==> src/rtl/asteroid_pkg.sv <==
// Shared types and playfield constants for the meteor scheduler.
// Imported by meteor_slot and meteor_scheduler.
package asteroid_pkg;

    typedef enum logic [1:0] {
        S_IDLE    = 2'd0,
        S_FALLING = 2'd1,
        S_EXPLODE = 2'd2
    } slot_state_t;

    localparam logic [9:0] TOP_START = 10'd35;
    localparam logic [9:0] METEOR_H  = 10'd30;
    localparam logic [9:0] DEF_TOP   = 10'd376;
    localparam logic [9:0] DEF_BOT   = 10'd416;
    localparam logic [9:0] FLOOR     = 10'd515;
    localparam logic [9:0] MID_BASE  = 10'd160;
    localparam logic [9:0] LFSR_SEED = 10'h2A5;

endpackage

==> src/rtl/meteor_slot.sv <==
// One meteor slot: IDLE / FALLING / EXPLODE, updated on frame_tick only.
// Ports: clk, reset, frame_tick, defense_on, freeze, spawn, spawn_mid in;
//        active, exploding, top, mid, kill/miss event strobes out.
module meteor_slot
    import asteroid_pkg::*;
#(
    parameter int EXPL_FRAMES = 16
) (
    input  logic       clk,
    input  logic       reset,
    input  logic       frame_tick,
    input  logic       defense_on,
    input  logic       freeze,
    input  logic       spawn,
    input  logic [9:0] spawn_mid,
    output logic       active,
    output logic       exploding,
    output logic [9:0] top,
    output logic [9:0] mid,
    output logic       kill,
    output logic       miss
);
    localparam int CW = $clog2(EXPL_FRAMES + 1);

    slot_state_t   state, state_n;
    logic [9:0]    top_n, mid_n, bot;
    logic [CW-1:0] ecnt, ecnt_n;
    logic          in_zone, move;

    // Zone test uses the pre-increment position of this tick.
    assign bot     = top + METEOR_H;
    assign in_zone = ((top >= DEF_TOP) && (top <= DEF_BOT)) ||
                     ((bot >= DEF_TOP) && (bot <= DEF_BOT));
    assign move    = frame_tick && !freeze && (state == S_FALLING);
    assign kill    = move && defense_on && in_zone;
    assign miss    = move && !kill && (top >= FLOOR);

    assign active    = (state == S_FALLING);
    assign exploding = (state == S_EXPLODE);

    always_comb begin
        state_n = state;
        top_n   = top;
        mid_n   = mid;
        ecnt_n  = ecnt;
        if (frame_tick) begin
            unique case (state)
                S_IDLE: begin
                    if (spawn) begin
                        state_n = S_FALLING;
                        top_n   = TOP_START;
                        mid_n   = spawn_mid;
                    end
                end
                S_FALLING: begin
                    if (kill) begin
                        state_n = S_EXPLODE;
                        ecnt_n  = '0;
                    end else if (miss) begin
                        state_n = S_IDLE;
                    end else if (move) begin
                        top_n = top + 10'd1;
                    end
                end
                S_EXPLODE: begin
                    if (ecnt == CW'(EXPL_FRAMES - 1)) begin
                        state_n = S_IDLE;
                    end else begin
                        ecnt_n = ecnt + CW'(1);
                    end
                end
                default: state_n = S_IDLE;
            endcase
        end
    end

    always_ff @(posedge clk) begin
        if (reset) begin
            state <= S_IDLE;
            top   <= TOP_START;
            mid   <= '0;
            ecnt  <= '0;
        end else begin
            state <= state_n;
            top   <= top_n;
            mid   <= mid_n;
            ecnt  <= ecnt_n;
        end
    end

endmodule

==> src/rtl/meteor_scheduler.sv <==
// Meteor scheduler: spawn timing, LFSR, slot arbitration, score/miss/game-over.
// Ports: clk, reset, frame_tick, spawn_en, defense_on, hit in; per-slot
//        status buses, expl_start, pixel_on/pixel_slot, score, misses, game_over out.
module meteor_scheduler
    import asteroid_pkg::*;
#(
    parameter int NUM_SLOTS    = 4,
    parameter int SPAWN_FRAMES = 60,
    parameter int EXPL_FRAMES  = 16,
    parameter int MAX_MISSES   = 8
) (
    input  logic                    clk,
    input  logic                    reset,
    input  logic                    frame_tick,
    input  logic                    spawn_en,
    input  logic                    defense_on,
    input  logic [NUM_SLOTS-1:0]    hit,
    output logic [NUM_SLOTS-1:0]    slot_active,
    output logic [10*NUM_SLOTS-1:0] slot_mid,
    output logic [10*NUM_SLOTS-1:0] slot_top,
    output logic [NUM_SLOTS-1:0]    expl_start,
    output logic [NUM_SLOTS-1:0]    exploding,
    output logic                    pixel_on,
    output logic [1:0]              pixel_slot,
    output logic [7:0]              score,
    output logic [3:0]              misses,
    output logic                    game_over
);
    localparam int CW = $clog2(SPAWN_FRAMES + 1);

    logic [9:0]           lfsr, spawn_mid;
    logic [CW-1:0]        spawn_cnt;
    logic                 spawn_try;
    logic [NUM_SLOTS-1:0] idle_v, grant, spawn_v, kill_v, miss_v, hv;
    logic [7:0]           kill_cnt;
    logic [3:0]           miss_cnt, misses_n;
    logic [8:0]           score_sum;

    assign spawn_try = frame_tick && (spawn_cnt == CW'(SPAWN_FRAMES - 1));
    assign spawn_mid = MID_BASE + {1'b0, lfsr[8:0]};

    // Grant is taken from pre-tick state, so a slot freed this tick
    // is never reused by the same spawn attempt.
    assign idle_v  = ~(slot_active | exploding);
    assign grant   = idle_v & ((~idle_v) + NUM_SLOTS'(1));
    assign spawn_v = (spawn_try && spawn_en && !game_over) ? grant : '0;

    for (genvar i = 0; i < NUM_SLOTS; i++) begin : g_slot
        meteor_slot #(
            .EXPL_FRAMES(EXPL_FRAMES)
        ) u_slot (
            .clk       (clk),
            .reset     (reset),
            .frame_tick(frame_tick),
            .defense_on(defense_on),
            .freeze    (game_over),
            .spawn     (spawn_v[i]),
            .spawn_mid (spawn_mid),
            .active    (slot_active[i]),
            .exploding (exploding[i]),
            .top       (slot_top[i*10 +: 10]),
            .mid       (slot_mid[i*10 +: 10]),
            .kill      (kill_v[i]),
            .miss      (miss_v[i])
        );
    end

    always_comb begin
        kill_cnt = '0;
        miss_cnt = '0;
        for (int i = 0; i < NUM_SLOTS; i++) begin
            kill_cnt = kill_cnt + 8'(kill_v[i]);
            miss_cnt = miss_cnt + 4'(miss_v[i]);
        end
        score_sum = {1'b0, score} + {1'b0, kill_cnt};
        misses_n  = misses + miss_cnt;
    end

    always_comb begin
        hv         = hit & slot_active;
        pixel_on   = |hv;
        pixel_slot = '0;
        for (int i = NUM_SLOTS - 1; i >= 0; i--) begin
            if (hv[i]) pixel_slot = 2'(i);
        end
    end

    always_ff @(posedge clk) begin
        if (reset) begin
            lfsr       <= LFSR_SEED;
            spawn_cnt  <= '0;
            score      <= '0;
            misses     <= '0;
            game_over  <= 1'b0;
            expl_start <= '0;
        end else begin
            lfsr       <= {lfsr[8:0], lfsr[9] ^ lfsr[6]};
            expl_start <= kill_v;
            if (frame_tick) begin
                spawn_cnt <= spawn_try ? '0 : spawn_cnt + CW'(1);
                score     <= score_sum[8] ? 8'hFF : score_sum[7:0];
                misses    <= misses_n;
                if (misses_n >= 4'(MAX_MISSES)) game_over <= 1'b1;
            end
        end
    end

endmodule

==> config.mk <==
export PLATFORM = sky130hd
export DESIGN_NAME = meteor_scheduler
export DESIGN_NICKNAME = d
export VERILOG_FILES = /design/src/rtl/asteroid_pkg.sv /design/src/rtl/meteor_slot.sv /design/src/rtl/meteor_scheduler.sv
export SDC_FILE = /design/constraint.sdc
export NUM_CORES = 1
export LEC_CHECK = 0
export CAP_MARGIN = 20
export CORE_MARGIN = 2
export CORE_UTILIZATION = 50
export DETAILED_ROUTE_END_ITERATION = 7
export PLACE_DENSITY_LB_ADDON = 0.08
export SKIP_LAST_GASP = 1
export SLEW_MARGIN = 40
export SYNTH_ARGS = -nofsm -noshare
export SYNTH_HDL_FRONTEND = slang
export SYNTH_HIERARCHICAL = 1
export SYNTH_SLANG_ARGS = --single-unit
==> constraint.sdc <==
create_clock -name clk -period 3.7 [get_ports clk]
set_clock_uncertainty 0.05 [all_clocks]
set_input_delay 0.74 -clock clk [delete_from_list [all_inputs] [get_ports clk]]
set_output_delay 0.74 -clock clk [all_outputs]
set_load 0.02 [all_outputs]
Word level (Yosys, flattened, before mapping)
Index checks and enable logic that the tools add are counted.

Multiply operators: 0. Divide/modulo/power cells: 0. Mux-type cells: 59. Bitwise logic cells: 6. $lt $le $gt $ge: 21. Eq/ne operators: 45. Reductions and logical operators: 71. Add/sub/neg operators: 23. Shift-type cells: 0.

Operator list (number): $mux 10 (16); $ge 10x9->1 const B (8); $le 10x9->1 const B (8); $pmux 10 s2 (4); $ne 2x2->1 const B (28); $add 10x1->10 const B (4); $add 10x5->10 const B (4); $ge 10x10->1 const B (4); $mux 2 (20); $mux 5 (8); $pmux 5 s2 (4); $logic_and 1x1->1 (32); $reduce_and 4->1 (8); $pmux 2 s3 (4); $reduce_and 6->1 (4); $add 5x1->5 const B (4); $eq 5x4->1 const B (4); $reduce_bool 2->1 (8); $ne 3x3->1 const B (4); $reduce_and 3->1 (4); $add 8x9->10 const A (1); $add 8x4->9 (1); $add 3x1->4 (2); $and 4x4->4 (2); 20 further kinds (39).

Bits in latches: 0. Memories: 0. Output and inout port bits: 108. Bits in writable memories: 0. Bits in read-only memories: 0. Flip-flop bits (word level): 141. Input bits: 9.

Depth between registers and ports, before layout
Gate-level depths: netlist of the first run.

Depth in word-level cells: 14. Depth in mapped cells: 18. Mapped depth without buffers: 17.

By module
Netlist of the first run, hierarchy kept.

By module, submodules not included: meteor_slot (g_slot[0].u_slot ...) (instances 3, cells each 214, area each 1675.4 um2, sequential area each 540.5 um2); meteor_slot (g_slot[3].u_slot) (instances 1, cells each 218, area each 1756.7 um2, sequential area each 540.5 um2); meteor_scheduler (instances 1, cells each 163, area each 1577.8 um2, sequential area each 660.6 um2).

Least setup slack after synthesis of the first run
OpenSTA, ideal clock, no wires.

Path type: reg-to-reg. From: reg g_slot[0].u_slot.top[1]. To: reg score[6]. Cell stages (with the launch flop): 17. Period minus slack after synthesis: 3.788 ns. Data arrival time: 3.660 ns. Setup slack: -0.088 ns. Path through: dfxtp_1 > inv_1 > ha_1 > nor3b_1 > or3_1 > a21oi_1 > o2bb2ai_2 > nand2_1 > a21oi_1 > fa_1 > inv_1 > fa_1 > inv_1 > fa_1 > and3_1 > and3b_1 > nor3_1.

Word-level cells in the longest chain between the ends: 10. Elaborated cells between the ends (all ways): 14.

Ends and longest elaborated chain: start, declared (line meteor_slot.sv:18) `output logic [9:0] top,`; start signal, assigned (line meteor_slot.sv:85) `top <= top_n;`; $add 10x5->10 (line meteor_slot.sv:31) `assign bot = top + METEOR_H;`; $ge 10x9->1 / $le 10x9->1 (equally long branches) (line meteor_slot.sv:33) `((bot >= DEF_TOP) && (bot <= DEF_BOT));`; $logic_and 1x1->1 (line meteor_slot.sv:33); $logic_or 1x1->1 (*) (line meteor_slot.sv:32) `assign in_zone = ((top >= DEF_TOP) && (top <= DEF_BOT)) ||`; $logic_and 1x1->1 (*) (line meteor_slot.sv:35) `assign kill = move && defense_on && in_zone;`; via kill_v[0] (line meteor_scheduler.sv:34) `logic [NUM_SLOTS-1:0] idle_v, grant, spawn_v, kill_v, miss_v, hv;`; $add 1x1->2 (*) (line meteor_scheduler.sv:72) `kill_cnt = kill_cnt + 8'(kill_v[i]);`; $add 2x1->3 (*) (line meteor_scheduler.sv:72); $add 3x1->4 (*) (line meteor_scheduler.sv:72); $add 8x4->9 (*) (line meteor_scheduler.sv:75) `score_sum = {1'b0, score} + {1'b0, kill_cnt};`; $mux 8 (*) (line meteor_scheduler.sv:101) `score <= score_sum[8] ? 8'hFF : score_sum[7:0];`; end signal, assigned (line meteor_scheduler.sv:101); end, declared (line meteor_scheduler.sv:25) `output logic [7:0] score,`.

Mark *: on every way through the listed nets, which the timed path passes. The rest lies on a longest branch. A chain may end at the register's enable or synchronous reset.

Worst setup path in the final report of the first run
From: reg g_slot[2].u_slot.top[3]. To: reg score[6].

Word-level cells in the longest chain between the ends: 9. Elaborated cells between the ends (all ways): 13.

Ends and longest elaborated chain (line): start, declared (meteor_slot.sv:18); start signal, assigned (meteor_slot.sv:85); $add 10x5->10 (meteor_slot.sv:31); $ge 10x9->1 / $le 10x9->1 (equally long branches) (meteor_slot.sv:33); $logic_and 1x1->1 (meteor_slot.sv:33); $logic_or 1x1->1 (*) (meteor_slot.sv:32); $logic_and 1x1->1 (*) (meteor_slot.sv:35); via kill_v[2] (meteor_scheduler.sv:34); $add 2x1->3 (*) (meteor_scheduler.sv:72); $add 3x1->4 (*) (meteor_scheduler.sv:72); $add 8x4->9 (*) (meteor_scheduler.sv:75); $mux 8 (*) (meteor_scheduler.sv:101).

Marked as above.

==> results of run 1 <==
-- cells by family after synthesis --
logic type / after synthesis / share of synthesized area, %
AND/OR/NAND/NOR: 440 / 28.4
AO/OA/AOI/OAI: 229 / 18.0
flip-flops: 141 / 33.8
buffers and inverters: 109 / 5.67
adder cells (fa/ha/maj): 50 / 8.02
multiplexers: 28 / 3.38
XOR/XNOR: 26 / 2.72
-- how the worst max path moves through the flow --
stage / start / end / slack (ns) / depth (start not counted)
floorplan: g_slot[0].u_slot/top[2]$_SDFFE_PP0P_ / score[6]$_SDFFE_PP0P_ / 0.06 / 17
global placement: g_slot[0].u_slot/top[1]$_SDFFE_PP1P_ / score[5]$_SDFFE_PP0P_ / 0.07 / 16
detailed placement: g_slot[2].u_slot/top[2]$_SDFFE_PP0P_ / score[4]$_SDFFE_PP0P_ / 0.01 / 18
CTS: g_slot[2].u_slot/top[2]$_SDFFE_PP0P_ / score[6]$_SDFFE_PP0P_ / -0.01 / 17
global route: g_slot[0].u_slot/top[1]$_SDFFE_PP1P_ / score[4]$_SDFFE_PP0P_ / -0.04 / 16
finish: g_slot[2].u_slot/top[3]$_SDFFE_PP0P_ / score[6]$_SDFFE_PP0P_ / 0.16 / 15
-- cells in the mapped netlist, types with 7 or more instances --
cell type,instances
or4_1,8
nor2_1,51
o22ai_1,8
mux2i_1,26
nand2b_1,47
o21ai_1,8
o21a_1,7
o31ai_1,7
nand2_1,151
nor2b_1,20
o211ai_1,7
o21ai_0,26
nand4_1,18
xor2_1,11
a21oi_2,7
nand4b_1,10
buf_2,13
nor4_1,8
nor3_1,16
o32ai_1,8
or2_2,18
a211oi_1,9
nand3_1,21
a21oi_1,100
and3_1,16
clkbuf_1,25
xnor2_1,15
dfxtp_1,141
inv_1,61
ha_1,44
and2_1,8
-- stage by stage --
stage	cell area, µm²	std cells	util, %	total power, mW
after CTS	10600	1397	64.2	3.41
after global routing	10700	1399	64.9	3.49
after detailed placement	9970	1365	60.5	1.68
after floorplan	8370	1023	-	1.64
final	10700	1399	64.9	3.38
after global placement	9950	1365	60.5	1.68
-- state kept, by name, summed over array words and instances, names as in the netlist --
register,count
score,8
g_slot.u_slot/mid,40
expl_start,4
g_slot.u_slot/top,40
misses,4
spawn_cnt,6
g_slot.u_slot/ecnt,20
game_over,1
lfsr,10
g_slot.u_slot/state,8
-- area by class of cell --
class	count	share of cell area, %
repair buffers	172	14.7
multi-input cells	773	48.6
clock inverters	13	1.45
inverters	61	2.14
clock buffers	19	4.05
flip-flops and latches	141	26.5
well taps	220	2.58
-- metal layers --
layer	vias to the layer above	routed length [µm]	share of wire (%)	GRT usage, %
li1	3895	-	-	-
met2	193	10500	48	40.1
met3	21	1130	5.2	4.79
met1	3710	9810	45	32.6
met4	0	342	1.6	7.21
met5	-	0	0	0
-- power by group through the flow --
stage,clock [mW],combinational [mW],sequential (mW)
2_1_floorplan,0,0.0623,1.58
3_3_place_gp,0,0.103,1.58
3_5_place_dp,0,0.105,1.58
4_1_cts,1.76,0.106,1.54
5_1_grt,1.82,0.117,1.55
6_report,1.72,0.107,1.54
-- timing repair --
action | in CTS | in global routing
pin swaps | 0 | 3
buffers inserted | 0 | 2
hold buffers | 0 | 0
setup endpoints to repair | 5 | 8
resized for setup | 2 | 26
-- worst register-to-register path, delay by kind of cell, from the launching register on --
kind	cells	cell delay [ns]
buffers and inverters	3	0.27
AND/OR/NAND/NOR	7	1.53
AO/OA/AOI/OAI	2	0.21
flip-flops	1	0.40
adder cells (fa/ha/maj)	3	0.97
-- cell usage in the layout (no fill, tap or decap), types with 17 or more instances in the layout --
cell type / synthesis / routed
nor2b_1: 20 / 20
buf_4: 1 / 57
clkdlybuf4s50_1: 0 / 114
nand2b_1: 47 / 47
or2_2: 18 / 18
a21oi_1: 100 / 92
nor2_1: 51 / 51
dfxtp_1: 141 / 135
clkbuf_16: 0 / 17
nand4_1: 18 / 18
nand2_1: 151 / 150
nand3_1: 21 / 20
mux2i_1: 26 / 26
o21ai_0: 26 / 25
inv_1: 61 / 60
ha_1: 44 / 43
==> results.toml, run 1 <==
[cells_and_area]
layout-drive-gt1-share_pct = 14.7
multiInputGateArea_mm2 = 0.00519
seq_area_mm2 = 0.00283
fin_nets = 1225
syn_to_final_growth_pct = 27.8
diodes = 0
fillers = 1362

[worst_setup_path]
critPathLaunchType = "flip-flop"
crit_top_cell = "fa_2"
crit_required_ns = 4.00
path_cells = "or4_4 -> and4bb_1 -> o31ai_4 -> nand2_1 -> nand2_2 -> a21oi_2 -> buf_4 -> fa_1 -> inv_2 -> fa_2 -> inv_1 -> fa_2 -> and3_4 -> and3b_1 -> nor3_1"
crit_family = "simple AND/OR/NAND/NOR gates"
r2r_slack_ns = 0.16
cp_slowest_cell = "or4_4"
worstPathMaxFanout = 7
worstSetupPathType = "flip-flop to flip-flop"
r2r_cells = 15
slowest_delay_ns = 0.54
path_buf_inv = 3
r2r_start = "g_slot[2].u_slot/top[3]$_SDFFE_PP0P_"
crit_arrival_ns = 3.84
r2r-end = "score[6]$_SDFFE_PP0P_"
cp-end-kind = "flip-flop"

[sta]
tightest_slew_ns = 0.695
period_share_pct = 95.6
finalSetupTns_ns = 0
whs_ns = 0.405
fin_crit_ns = 3.54
slew_headroom_pct = 53.7
max_freq_ghz = 0.283
worst_slack_ns = 0.161
finalSetupViolCount = 0
hold_viol_final = 0
drv_slew = 0

[worst_hold_path]
worstHoldStart = "g_slot[2].u_slot/mid[1]$_SDFFE_PP0P_"
holdPathEnd = "g_slot[2].u_slot/mid[1]$_SDFFE_PP0P_"
min_path_cells = 2
hp-class = "flip-flop to flip-flop"

[clock_network]
cts_tree = "done"
cts_buffers = 17
cts.clk_slew.worst_paths_ns = 0.07
cts.htree.levels = 4
clk_latency_ns = 0.43
numClockSinks = 141
cts_root_buffer = "clkbuf_16"
clockBufferDepth = 2

[pwr]
switching_share_pct = 23.5
clock_power_share_pct = 51.1
p_comb_share_pct = 3.2
p_int_mw = 2.58
p_per_area_mw_per_mm2 = 316
ir_worst_vdd_mv = 0.362
p_sw_mw = 0.794
seqPwrFrac_pct = 45.8
p_leak_nw = 4.04

[detailed_routing]
drc_errors = 0
postRouteWirelength_mm = 21.7
antenna_left = 0
vias_per_cell = 5.59
wl_per_cell_um = 15.5
drtIter0Drc = 358
vias = 7819
drt_first_pass_iters = 5

[synthesis]
syn-cell-area_mm2 = 0.00836
synth_top_area_share_pct = 33.8
yosysTopAreaCell = "dfxtp_1"
syn-num-nets = 1082
seq_area_frac_synth_pct = 33.8
synth_area_leaders = "dfxtp_1, nand2_1, ha_1"
async_flop_share_pct = 0
syn_area_per_cell_um2 = 8.17
yosys_warnings = 6
synth-seq-cells = 141
syn_inst = 1023
synthFlopType = "dfxtp_1"
synth.distinct_cells = 73
synth-edff-count = 0

[placed_design]
dpl.hpwl_mm = 15.5
port_buffers = 116
routabilityCongestion = 0.909
pre_cts_ws_ns = 0.0119

[floorplanning]
die_w_um = 133
die_h_um = 133
die-area_mm2 = 0.0178
pin_count = 117
fp-row-count = 47
core_area_mm2 = 0.0165
initial_core_util_pct = 50.8

[run_status]
status = "completed"

[grt]
grt_start_max_net_pins = 49
antenna_found_initial = 0
overflow = 0
grt_pass1_wl_mm = 35.4
grt_pass1_vias = 7168
track_usage_pct = 24.4

[flow_run]
drv_cap = 0
No activity file was read; power rests on OpenSTA's default activity.
==> inputs of run 2 (changes only) <==
CORE_MARGIN = unset   (was 2)
CORE_UTILIZATION = 60   (was 50)
clock period = 4.2 ns   (was 3.7 ns; I/O delays follow)
==> run 2 against run 1 <==
  * Count of clock-buffer cells in the layout did not move
  * Die area fell by 19%
  * Critical path depth rose by 1
  * Flip-flop and latch count did not move
  * Critical endpoint is now score[5]$_SDFFE_PP0P_
  * Largest power group unchanged
  * Highest routed layer unchanged
==> results.toml, run 2 (synthesized netlist as in run 1, its figures left out) <==
[grt]
antenna_found_initial = 0
grt_use_met1_pct = 37.8
overflow = 0
grt_pass1_wl_mm = 34.7
top_usage_layer = "met2"
grt_start_max_net_pins = 65
track_usage_pct = 29.8
met2_usage_pct = 50.3
met3_usage_pct = 5.70
grt_pass1_vias = 7214

[detailed_routing]
drtIter0Drc = 616
antenna_left = 0
postRouteWirelength_mm = 20.9
vias_per_cell = 5.90
drc_errors = 0
wl_per_cell_um = 15.9
vias = 7757
drt_first_pass_iters = 5

[sta]
rsz0062_at_grt = "no"
tightest_slew_ns = 0.720
slew_headroom_pct = 52.0
period_share_pct = 93.4
finalSetupTns_ns = 0
max_freq_ghz = 0.255
worst_slack_ns = 0.276
finalSetupViolCount = 0
hold_viol_final = 0
drv_slew = 0
fin_crit_ns = 3.92

[flow_run]
drv_cap = 0

[pwr]
ir_worst_vdd_mv = 0.275
p_per_area_mw_per_mm2 = 281
p_leak_nw = 3.82

[cells_and_area]
layout-drive-gt1-share_pct = 9.75
fillers = 1035
fin_nets = 1187
reg.largest.list = "g_slot.u_slot/mid (40), g_slot.u_slot/top (40), g_slot.u_slot/ecnt (20)"
final_common_cell = "nand2_1"
diodes = 0
most-common-layout-cells = "nand2_1, dfxtp_1, clkdlybuf4s50_1"
postLayoutCellArea_mm2 = 0.0102
syn_to_final_growth_pct = 22.0
multiInputGateArea_mm2 = 0.00509
seq_area_mm2 = 0.00283
utilization_pct = 76.1

[floorplanning]
die_w_um = 120
die_h_um = 120
die-area_mm2 = 0.0144
initial_core_util_pct = 62.4
core_area_mm2 = 0.0134
pin_count = 117
fp-row-count = 42

[clock_network]
cts.htree.levels = 4
cts.clk_slew.worst_paths_ns = 0.06
clockBufferDepth = 2
cts_resized = 0
cts_tree = "done"
cts_buffers = 17
numClockSinks = 141
cts_hold_buffers = 0
cts_root_buffer = "clkbuf_16"
clk_latency_ns = 0.42
cts_setup_buffers = 0

[placed_design]
routabilityCongestion = 0.898
dpl.hpwl_mm = 14.6
pre_cts_ws_ns = 0.211
placed_area_mm2 = 0.00963
port_buffers = 116

[worst_setup_path]
worstSetupPathType = "flip-flop to flip-flop"
critPathLaunchType = "flip-flop"
r2r-end = "score[5]$_SDFFE_PP0P_"
r2r_cells = 16
crit_arrival_ns = 4.15
r2r_start = "g_slot[2].u_slot/top[1]$_SDFFE_PP1P_"
crit_required_ns = 4.43
worstPathMaxFanout = 6
r2r_slack_ns = 0.28
cp-end-kind = "flip-flop"

[worst_hold_path]
min_path_cells = 2
hp-class = "flip-flop to flip-flop"
holdPathEnd = "g_slot[1].u_slot/mid[2]$_SDFFE_PP0P_"
worstHoldStart = "g_slot[1].u_slot/mid[2]$_SDFFE_PP0P_"

[run_status]
status = "completed"
-- run 2: changes by cell type in the layout (fill, tap and decap cells not counted), sizes merged --
| cell | before | now |
|---|---|---|
| buf | 58 | 20 |
| bufinv | 2 | 1 |
| clkinv | 1 | 8 |
| inv | 69 | 61 |
-- run 2: critical path: stages (launching register included) --
cell and delay [ns]:
dfxtp_1 0.35, inv_1 0.10, ha_1 0.28, nor3b_2 0.20, or3_1 0.39, a21oi_1 0.19
o2bb2ai_2 0.18, nand2_1 0.13, a21oi_2 0.18, fa_1 0.44, inv_1 0.10, fa_1 0.22
inv_1 0.07, fa_1 0.43, and3_1 0.22, nand3_1 0.16, a21oi_1 0.08
-- run 2: worst max path at each step --
stage | startpoint | to | slack, ns | cells after the start
6_report | g_slot[2].u_slot/top[1]$_SDFFE_PP1P_ | score[5]$_SDFFE_PP0P_ | 0.28 | 16
5_1_grt | g_slot[1].u_slot/top[1]$_SDFFE_PP1P_ | score[4]$_SDFFE_PP0P_ | 0.01 | 15
4_1_cts | g_slot[3].u_slot/top[2]$_SDFFE_PP0P_ | score[4]$_SDFFE_PP0P_ | 0.18 | 15
3_5_place_dp | g_slot[3].u_slot/top[2]$_SDFFE_PP0P_ | score[4]$_SDFFE_PP0P_ | 0.21 | 15
3_3_place_gp | g_slot[0].u_slot/top[1]$_SDFFE_PP1P_ | score[5]$_SDFFE_PP0P_ | 0.35 | 16
2_1_floorplan | g_slot[0].u_slot/top[1]$_SDFFE_PP1P_ | score[6]$_SDFFE_PP0P_ | 0.41 | 16
-- run 2: through the flow --
stage | power (mW) | cells | hold slack (ns)
final | 2.86 | 1315 | 0.404
after floorplan | 1.44 | 1023 | 0.388
after detailed placement | 1.48 | 1285 | 0.396
after global routing | 2.94 | 1315 | 0.422
after global placement | 1.48 | 1285 | 0.392
after CTS | 2.88 | 1315 | 0.404
-- run 2: final cells by class --
type,count,area share [%]
Multi-Input combinational cell,773,49.9
Sequential cell,141,27.7
Timing Repair Buffer,134,12.6
Clock buffer,19,4.44
Inverter,61,2.24
Tap cell,176,2.16
Clock inverter,11,0.944
-- run 2: layer usage --
metal  vias to the layer above  share of wire [%]
met2                       230                 48
met1                      3682                 44
li1                       3808                  -
met4                         0                1.7
met5                         -                  0
met3                        37                5.7
-- run 2: where the power goes --
part	total, mW	internal [mW]	switching, mW
Sequential	1.36	1.35	0.0144
Combinational	0.0917	0.0336	0.0581
Clock	1.41	0.835	0.574
Total	2.86	2.22	0.646
==> inputs of run 3 (changes only) <==
GPL_TIMING_DRIVEN = 0   (was unset)
==> run 3 against run 2 <==
  * Die area did not move
  * Clock power rose by 19%
  * Sequential share of layout area fell by 0.62 points
  * Count of clock-buffer cells in the layout did not move
  * Non-clock buffer count rose by 30
  * Register-to-register slack barely moved
  * First-iteration DRC count rose by 21%
  * Core utilization rose by 1.7 points
  * Global-route usage rose by 0.37 points
  * Wire length rose by 2.8%
  * Sequential power barely moved
  * Combinational power rose by 5.6%
  * Critical endpoint is now g_slot[3].u_slot/top[7]$_SDFFE_PP0P_
==> results.toml, run 3 (synthesized netlist as in run 1, its figures left out) <==
[detailed_routing]
wl_per_cell_um = 15.9
antenna_left = 0
vias = 7999
postRouteWirelength_mm = 21.5
drc_errors = 0
drtIter0Drc = 744
vias_per_cell = 5.94
drt_first_pass_iters = 6

[cells_and_area]
diodes = 0
postLayoutCellArea_mm2 = 0.0104
fin_cells = 1347
fin_nets = 1217
layout-drive-gt1-share_pct = 9.74
most-common-layout-cells = "nand2_1, dfxtp_1, clkdlybuf4s50_1"
reg.largest.list = "g_slot.u_slot/mid (40), g_slot.u_slot/top (40), g_slot.u_slot/ecnt (20)"
utilization_pct = 77.9
syn_to_final_growth_pct = 24.8
final_common_cell = "nand2_1"

[sta]
hold_viol_final = 0
slew_headroom_pct = 42.4
max_freq_ghz = 0.252
fin_crit_ns = 3.96
tightest_slew_ns = 0.861
period_share_pct = 94.4
drv_slew = 0
rsz0062_at_grt = "no"
finalSetupViolCount = 0
whs_ns = 0.404
worst_slack_ns = 0.236

[floorplanning]
die-area_mm2 = 0.0144
core_area_mm2 = 0.0134
initial_core_util_pct = 62.4
die_w_um = 120
pin_count = 117
die_h_um = 120
fp-row-count = 42

[worst_setup_path]
crit_family = "simple AND/OR/NAND/NOR gates"
r2r_start = "g_slot[0].u_slot/top[2]$_SDFFE_PP0P_"
slowest_delay_ns = 0.53
critPathLaunchType = "input port"
worstSetupPathType = "input port to flip-flop"
cp-end-kind = "flip-flop"
path_buf_inv = 1
cp_slowest_cell = "or3b_2"
worstPathMaxFanout = 31
crit_path_start = "frame_tick"
path_cells = "clkbuf_4 -> nand2_1 -> nor4b_4 -> nand4b_2 -> nor4_2 -> nand2b_1 -> o2111ai_1 -> or3b_2 -> o41ai_2 -> a21oi_2 -> nor4_1 -> mux2_1"
crit_arrival_ns = 4.22
crit_required_ns = 4.46

[grt]
overflow = 0
antenna_found_initial = 0
grt_pass1_vias = 7458
grt_pass1_wl_mm = 35.2
grt_start_max_net_pins = 32
track_usage_pct = 30.2

[clock_network]
cts.clk_slew.worst_paths_ns = 0.06
cts_hold_buffers = 0
numClockSinks = 141
clockBufferDepth = 2
cts_buffers = 17
cts_root_buffer = "clkbuf_16"
cts.htree.levels = 4
cts_tree = "done"
clk_latency_ns = 0.42

[worst_hold_path]
hp-class = "flip-flop to flip-flop"
worstHoldStart = "g_slot[1].u_slot/mid[7]$_SDFFE_PP0P_"

[flow_run]
drv_cap = 0

[placed_design]
placed_area_mm2 = 0.00974
routabilityCongestion = 0.892
dp.cells = 1315
dpl.hpwl_mm = 15.0
port_buffers = 116
pre_cts_ws_ns = -0.356

[pwr]
p_leak_nw = 3.91
ir_worst_vdd_mv = 0.281
p_per_area_mw_per_mm2 = 300

[run_status]
status = "completed"
run 3: cell count changes in the layout (fill, tap and decap cells not counted), sizes merged:
cell,change
buf,+3
bufinv,+4
clkdlybuf4s50,+1
clkinv,-5
clkbuf,+26
inv,+3
run 3: area by class of cell:
cell class	instances	area [µm²]
buffer	48	245
clock buffer	19	443
clock inverter	13	210
fill	994	2970
inverter	61	229
multi-input combinational	773	5100
sequential	141	2830
tap	176	220
timing repair buffer	116	1160
run 3: worst paths after layout:
kind | endpoint | cells after the start | slack [ns]
setup reg to reg | score[6]$_SDFFE_PP0P_ | 17 | 0.27
hold / removal | g_slot[1].u_slot/mid[7]$_SDFFE_PP0P_ | 2 | 0.40
hold reg to reg | g_slot[1].u_slot/mid[7]$_SDFFE_PP0P_ | 2 | 0.40
setup / recovery | g_slot[3].u_slot/top[7]$_SDFFE_PP0P_ | 12 | 0.24
run 3: routing by layer:
| metal | global-route usage [%] | wire [µm] |
|---|---|---|
| met1 | 38.8 | 9550 |
| met2 | 51.0 | 10400 |
| met3 | 4.75 | 1020 |
| met4 | 10.6 | 471 |
| met5 | 0 | 0 |
run 3: per-stage QoR:
stage / TNS, ns / total power, mW
floorplan: 0 / 1.44
global route: 0 / 3.22
finish: 0 / 3.13
detailed placement: -2.32 / 1.49
global placement: -35.71 / 1.48
CTS: 0 / 3.15
run 3: tightest hold or removal path, stage by stage (launching register included):
cell	delay (ns)
dfxtp_1	0.31
nand2_1	0.05
a21oi_1	0.05
run 3: power by group:
group	internal (mW)	total (mW)	switching, mW
Sequential	1.35	1.36	0.0142
Combinational	0.0351	0.0968	0.0617
Clock	1.07	1.68	0.601
Total	2.46	3.13	0.677
run 3: what timing repair did:
item | CTS | global route
gates resized for setup | 4 | 8
setup endpoints to repair | 7 | 9
setup buffers | 0 | 0
pin swaps | 0 | 1
